## config.mk

```make
export PLATFORM = sky130hd
export DESIGN_NAME = rsa_mont_mul
export DESIGN_NICKNAME = d
export VERILOG_FILES = /design/src/rtl/rsa_mont_mul.sv
export SDC_FILE = /design/constraint.sdc
export NUM_CORES = 2
export LEC_CHECK = 0
export BUFFER_PORTS_ARGS = -buffer_cell sky130_fd_sc_hd__clkbuf_2
export CAP_MARGIN = 0
export CORE_MARGIN = 4
export CORE_UTILIZATION = 30
export CTS_CLUSTER_SIZE = 25
export DETAILED_ROUTE_END_ITERATION = 8
export PLACE_DENSITY = 0.56
export RECOVER_POWER = 100
export SLEW_MARGIN = 30
export SYNTH_ARGS = -nofsm -noshare
export SYNTH_HDL_FRONTEND = slang
export SYNTH_SLANG_ARGS = --single-unit
```

## constraint.sdc

```tcl
create_clock -name i_clk -period 15.4 [get_ports i_clk]
set_input_delay 3.85 -clock i_clk [delete_from_list [all_inputs] [get_ports i_clk]]
set_output_delay 3.85 -clock i_clk [all_outputs]
set_load 0.01 [all_outputs]
```

## src/rtl/rsa_mont_mul.sv

```systemverilog
// rsa_mont_mul -- radix-2 Montgomery multiplier for the 256-bit RSA datapath.
//
// Computes o_result = a * b * 2^-WIDTH mod n with one bit-serial iteration
// per clock. The multiplier a is scanned LSB first. Operands are latched
// when the request is accepted, so the inputs may change freely afterwards.
//
// Ports:
//   i_clk     clock, rising edge
//   i_rst     asynchronous reset, active low
//   i_start   request strobe, only looked at while idle
//   i_a       multiplier operand (WIDTH bits)
//   i_b       multiplicand operand (WIDTH bits)
//   i_n       odd modulus (WIDTH bits)
//   o_result  Montgomery product, held until the next request completes
//   o_done    one-cycle pulse, o_result valid in that cycle
//
// Latency: o_done is high WIDTH+1 cycles after the edge that accepts i_start.

module rsa_mont_mul #(
    parameter int WIDTH = 256
) (
    input  logic             i_clk,
    input  logic             i_rst,
    input  logic             i_start,
    input  logic [WIDTH-1:0] i_a,
    input  logic [WIDTH-1:0] i_b,
    input  logic [WIDTH-1:0] i_n,
    output logic [WIDTH-1:0] o_result,
    output logic             o_done
);

    localparam int CNT_W = $clog2(WIDTH) + 1;
    localparam logic [CNT_W-1:0] LAST_ITER = CNT_W'(WIDTH - 1);

    localparam logic [1:0] S_IDLE  = 2'd0;
    localparam logic [1:0] S_CALC  = 2'd1;
    localparam logic [1:0] S_FINAL = 2'd2;

    // Final conditional subtraction. m < 2n holds throughout, so a single
    // subtraction brings the result into [0, n).
    function automatic logic [WIDTH-1:0] final_reduce(
        input logic [WIDTH+1:0] m,
        input logic [WIDTH-1:0] n
    );
        logic [WIDTH+1:0] n_ext;
        logic [WIDTH+1:0] diff;
        n_ext = {2'b00, n};
        diff  = m - n_ext;
        return (m >= n_ext) ? diff[WIDTH-1:0] : m[WIDTH-1:0];
    endfunction

    logic [1:0]       state_q,  state_d;
    logic [WIDTH-1:0] a_q,      a_d;
    logic [WIDTH-1:0] b_q,      b_d;
    logic [WIDTH-1:0] n_q,      n_d;
    logic [WIDTH+1:0] m_q,      m_d;
    logic [CNT_W-1:0] cnt_q,    cnt_d;
    logic [WIDTH-1:0] result_q, result_d;
    logic             done_q,   done_d;

    // One Montgomery step. t is WIDTH+2 bits wide: with m < 2n and b < n,
    // t < 4n, so the top carry is kept even when n[WIDTH-1] = 1.
    logic [WIDTH+1:0] t_add;
    logic [WIDTH+1:0] t_sum;
    logic [WIDTH+1:0] m_step;

    always_comb begin
        t_add  = m_q + (a_q[0] ? {2'b00, b_q} : '0);
        t_sum  = t_add[0] ? (t_add + {2'b00, n_q}) : t_add;
        m_step = {1'b0, t_sum[WIDTH+1:1]};
    end

    always_comb begin
        state_d  = state_q;
        a_d      = a_q;
        b_d      = b_q;
        n_d      = n_q;
        m_d      = m_q;
        cnt_d    = cnt_q;
        result_d = result_q;
        done_d   = 1'b0;

        case (state_q)
            S_IDLE: begin
                if (i_start) begin
                    a_d     = i_a;
                    b_d     = i_b;
                    n_d     = i_n;
                    m_d     = '0;
                    cnt_d   = '0;
                    state_d = S_CALC;
                end
            end
            S_CALC: begin
                // a is shifted right so the current bit is always a_q[0]
                a_d   = a_q >> 1;
                m_d   = m_step;
                cnt_d = cnt_q + CNT_W'(1);
                if (cnt_q == LAST_ITER) begin
                    state_d = S_FINAL;
                end
            end
            S_FINAL: begin
                result_d = final_reduce(m_q, n_q);
                done_d   = 1'b1;
                state_d  = S_IDLE;
            end
            default: begin
                state_d = S_IDLE;
            end
        endcase
    end

    always_ff @(posedge i_clk or negedge i_rst) begin
        if (!i_rst) begin
            state_q  <= S_IDLE;
            m_q      <= '0;
            cnt_q    <= '0;
            result_q <= '0;
            done_q   <= 1'b0;
        end else begin
            state_q  <= state_d;
            m_q      <= m_d;
            cnt_q    <= cnt_d;
            result_q <= result_d;
            done_q   <= done_d;
        end
    end

    // Operand registers are pure data, loaded on accept; no reset needed.
    always_ff @(posedge i_clk) begin
        a_q <= a_d;
        b_q <= b_d;
        n_q <= n_d;
    end

    assign o_result = result_q;
    assign o_done   = done_q;

endmodule

```

== After elaboration in Yosys (flattened, before gate mapping) ==
Index checks and enable logic that the tools add are counted.
Storage, ports and cells
  word-level logic and storage cells: 36
  bits of input ports: 771
  output and inout bits: 257
  bits in registers: 1294
Cells by class
  reductions and logical operators: 5
  muxes and demuxes: 13
  equality and inequality tests: 5
  magnitude comparators: 1
  add/subtract/negate cells: 4
Operators by type and width (number)
  $mux 256: 3
  $add 258x256->258: 2
  $mux 258: 2
  $pmux 258 s2: 1
  $pmux 256 s2: 1
  $ge 258x256->1: 1
  $sub 256x256->256: 1
  $pmux 9 s2: 1
  $add 9x1->9 const B: 1
  $eq 9x8->1 const B: 1
  $mux 9: 1
  $reduce_and 2->1: 3
  $mux 2: 2
  $ne 2x2->1 const B: 2
  $pmux 2 s2: 1
  $eq 2x1->1 const B: 1
  $eq 2x2->1 const B: 1
  $logic_not 2->1: 1
  $reduce_bool 2->1: 1
  $mux 1: 1

== Depth between registers and ports, before layout ==
  word-level depth: 5
  mapped depth: 41

== Worst setup path before layout ==
No wires, ideal clock.
  path type: input to register
  from: input port i_start
  to: register cnt_q[1]
  path buffers: 0
  data arrival time: 14.671 ns
  setup time: 0.586 ns
  setup slack: 0.143 ns
  cell stages on the path: 3
  cell sequence: nand2_1 -> inv_1 -> o21ai_0
Between the ends
  word-level cells in the longest chain between the ends: 2
Ends and longest elaborated chain
  start, declared: RTL line 24  | input logic i_start,
  $ne 2x2->1 (no source line)
  $reduce_and 2->1 (no source line)
  end signal, assigned: RTL line 124  | cnt_q <= cnt_d;
  end, declared: RTL line 57  | logic [CNT_W-1:0] cnt_q, cnt_d;
Every way passes these cells.
A chain may end at the register's enable or synchronous reset.

== Worst setup path in the final report ==
  from: register n_q[11]
  to: register result_q[80], in the netlist o_result[80]
Between the ends
  word-level cells in the longest chain between the ends: 2
  elaborated cells on any way between the ends: 3
  those cells by class: add/sub (1); order compare (1); mux (1)
Ends and longest elaborated chain
  start, declared: RTL line 55  | logic [WIDTH-1:0] n_q, n_d;
  start signal, assigned: RTL line 134  | n_q <= n_d;
  $sub 256x256->256 / $ge 258x256->1 (equally long branches): RTL line 48, 49
  $mux 256 *: RTL line 49  | return (m >= n_ext) ? diff[WIDTH-1:0] : m[WIDTH-1:0];
  end signal, assigned: RTL line 125  | result_q <= result_d;
  end, declared: RTL line 58  | logic [WIDTH-1:0] result_q, result_d;
Every way passes the cells marked *; elsewhere a longest branch is shown, timed or not.

==> flow_summary.yaml <==
floorplan:
  die_h_um: 601
  num_rows: 217
  fp.dieArea_mm2: 0.362
  die-width_um: 601
  start_util: 0.302
  core_area_mm2: 0.350
  io_pins: 1028
timing:
  setup_violations: 0
  tns_ns: 0
  min_period_ns: 13.32
  timing.fmax_mhz: 75.1
  post-route-period-util: 0.865
  hold_slack_ns: 0.473
  fin_ws_ns: 2.08
  drv_slew: 2099
  hold_violations: 0
  worst_slew_pin_slew_ns: 9.58
  fin_skew_ns: 0.104
  rsz0062_at_grt: "no"
  relSlewSlack: -5.39
clock_tree:
  cts_setup_buffers: 0
  cts_max_path_buffers: 4
  cts_hold_buffers: 0
  cts_sinks: 1293
  htree_levels: 4
  cts_buffers: 170
  cts-root-buf: "clkbuf_16"
  cts.repair.resized: 0
  cts_tree: "yes"
  clk_pin_slew_ns: 0.06
  clkLatencyLatePin_ns: 0.93
power_and_ir_drop:
  p_int_mw: 13.7
  p_switching_mw: 16.9
  p_clk_frac: 0.137
  switching_share: 0.553
  p_per_area_mw_per_mm2: 255
  ir_drop_v: 0.000149
  share_comb_of_total_power: 0.695
  leakage_nw: 49.8
  p_seq_frac: 0.168
critical_path:
  cp_data_arrival_time_ns: 14.00
  required_ns: 16.08
  crit_path_frequent_cell: "o21ai_0"
  cp_cell_sequence: "inv_1 -> ha_1 -> a21oi_1 -> o21ai_1 -> a311oi_1 -> o21ai_0 -> nor3_2 -> o32ai_1 -> o211ai_1 -> and3_1 -> o311a_1 -> o21ai_0 -> a31oi_1 -> o21a_1 -> o21bai_1 -> a31oi_4 -> clkbuf_1 -> clkbuf_1 -> buf_4 -> nor2_1 -> a21oi_1 -> o21ai_0"
  start_kind: "register"
  slowest_delay_ns: 2.15
  slowest_stage: "clkbuf_1"
  cp_top_family: "compound AO/OA/AOI/OAI gates"
  worst-path-buf-inv: 4
  end_kind: "register"
  crit_fanout: 76
  critPathKind: "register to register"
routing:
  firstDrtPassIters: 8
  drt-total-wl_mm: 556
  wl_per_cell_um: 30.0
  num_vias: 105000
  vias_per_cell: 5.68
  postRouteAntennaNets: 0
  drc: 0
  drt_iter0_drc: 12200
yosys:
  seq_area_frac_synth: 0.343
  yosysTopAreaCell: "edfxtp_1"
  yosys_most_used_dff: "edfxtp_1"
  synth_cell_type_count: 101
  syn_avg_cell_area_um2: 8.01
  synthTopCellsByArea: "edfxtp_1, dfrtp_1, ha_1, a21oi_1, nand2_1"
  synth_area_mm2: 0.106
  synth_edf_count: 768
  synth-warning-count: 0
  yosysTopAreaCellShare: 0.218
  ys_seq_elements: 1293
  syn_nets: 14700
  syn_inst: 13200
  synthArstFlopShare: 0.406
global_route:
  grt_max_degree: 184
  grt_pass1_vias: 101000
  antenna_found_initial: 85
  track_usage: 0.292
  grt_overflow_total: 0
  grt_pass1_wl_mm: 768
layout:
  fin_util: 0.342
  drive_gt1_frac: 0.0754
  syn2layout_area_growth_pct: 13.4
  nets: 15300
run_status:
  failed_checks: "max-capacitance violations, max-slew violations"
  status: "finished, violations left"
placement:
  hpwl_mm: 466
  portBuffers: 1027
  place_congestion: 1.03
  pre_cts_slack_ns: 3.84
min_path:
  hold_path.class: "register to register"
run:
  maxCapViolations: 33
[per-stage QoR]
stage          std cells  power [mW]  cell area [µm²]
4_1_cts            18500        30.1           120000
5_1_grt            18500        32.3           120000
3_5_place_dp       18200        25.8           115000
6_report           18500        30.6           120000
3_3_place_gp       18200        26.0           115000
2_1_floorplan      13200        18.6           106000
[final timing paths]
path	startpoint	end	slack, ns	cells after the start
worst max-delay path	n_q[11]	o_result[80]	2.08	22
worst min-delay path	o_result[105]	o_result[105]	0.47	2
worst max register to register	n_q[11]	o_result[80]	2.08	22
worst min register to register	o_result[105]	o_result[105]	0.47	2
max in group asynchronous	i_rst	m_q[240]	3.34	3
min in group asynchronous	i_rst	o_result[162]	5.00	1
[power by group through the flow]
stage	logic [mW]	clock network (mW)	registers, mW
3_3_place_gp	20.8	0	5.17
4_1_cts	20.8	4.26	5.11
5_1_grt	22.7	4.40	5.15
3_5_place_dp	20.7	0	5.17
6_report	21.2	4.18	5.14
2_1_floorplan	14.0	0	4.66
[registers in the layout (all words and copies together) (netlist names)]
signal    flops
a_q         256
b_q         256
cnt_q         9
m_q         257
n_q         256
o_done        1
o_result    256
state_q       2
[cells in the mapped netlist, types with 48 or more instances]
library cell     n
a21oi_1       1620
edfxtp_1       768
nand3_1        127
a21o_1         399
o21ai_1        218
a22oi_1         54
and2_1         284
nand4_1        476
nor3_1         187
nand2_1       2101
mux2i_1        145
nor2_1        1022
a21boi_0        77
dfrtp_1        525
a31oi_1         75
o211ai_1        61
nor4_1          62
clkbuf_1       628
ha_1           769
o21a_1         128
o21ai_0       1014
nor2b_1         50
inv_1          551
xor2_1         271
xnor2_1        478
buf_2           74
nand2b_1        48
o21bai_1       288
o31ai_1         72
[cell families after synthesis]
| kind of cell | share of synthesized area |
|---|---|
| adder cells (fa/ha/maj) | 0.0917 |
| AO/OA/AOI/OAI | 0.246 |
| multiplexers | 0.0144 |
| flip-flops | 0.343 |
| AND/OR/NAND/NOR | 0.197 |
| buffers and inverters | 0.0466 |
| XOR/XNOR | 0.0621 |
[final cells by class]
cell class / instances / area (µm²)
sequential: 1293 / 36200
antenna: 44 / 110
clock inverter: 103 / 1120
multi-input combinational: 10600 / 64600
tap: 4599 / 5750
inverter: 552 / 2080
fill: 37500 / 230000
timing repair buffer: 1130 / 5300
clock buffer: 210 / 4610
[layout by cell type (no fill, tap or decap), types with 44 or more instances in the layout]
master,count
a211oi_1,45
a21boi_0,77
a21o_1,399
a21oi_1,1619
a22oi_1,54
a31oi_1,75
and2_1,278
and4_1,46
buf_4,65
clkbuf_1,503
clkbuf_16,172
clkbuf_2,576
dfrtp_1,525
diode_2,44
edfxtp_1,768
ha_1,768
inv_1,549
mux2i_1,145
nand2_1,2100
nand2b_1,48
nand3_1,127
nand4_1,476
nor2_1,1020
nor2b_1,49
nor3_1,182
nor4_1,60
o211ai_1,61
o21a_1,129
o21ai_0,1186
o21ai_1,48
o21bai_1,288
o31ai_1,71
or2_2,46
or3_1,47
xnor2_1,478
xor2_1,271
[routing by layer]
metal	wire length (µm)	up-vias	GRT usage
li1	-	48700	-
met1	229000	51100	0.374
met2	250000	4576	0.465
met3	37500	954	0.0428
met4	39700	44	0.178
met5	284	-	0
[tightest hold or removal path: stages (launching register included)]
cell     delay [ns]
dfrtp_1        0.34
nand2_1        0.04
o21ai_0        0.05
(Power assumes the default switching activity.)
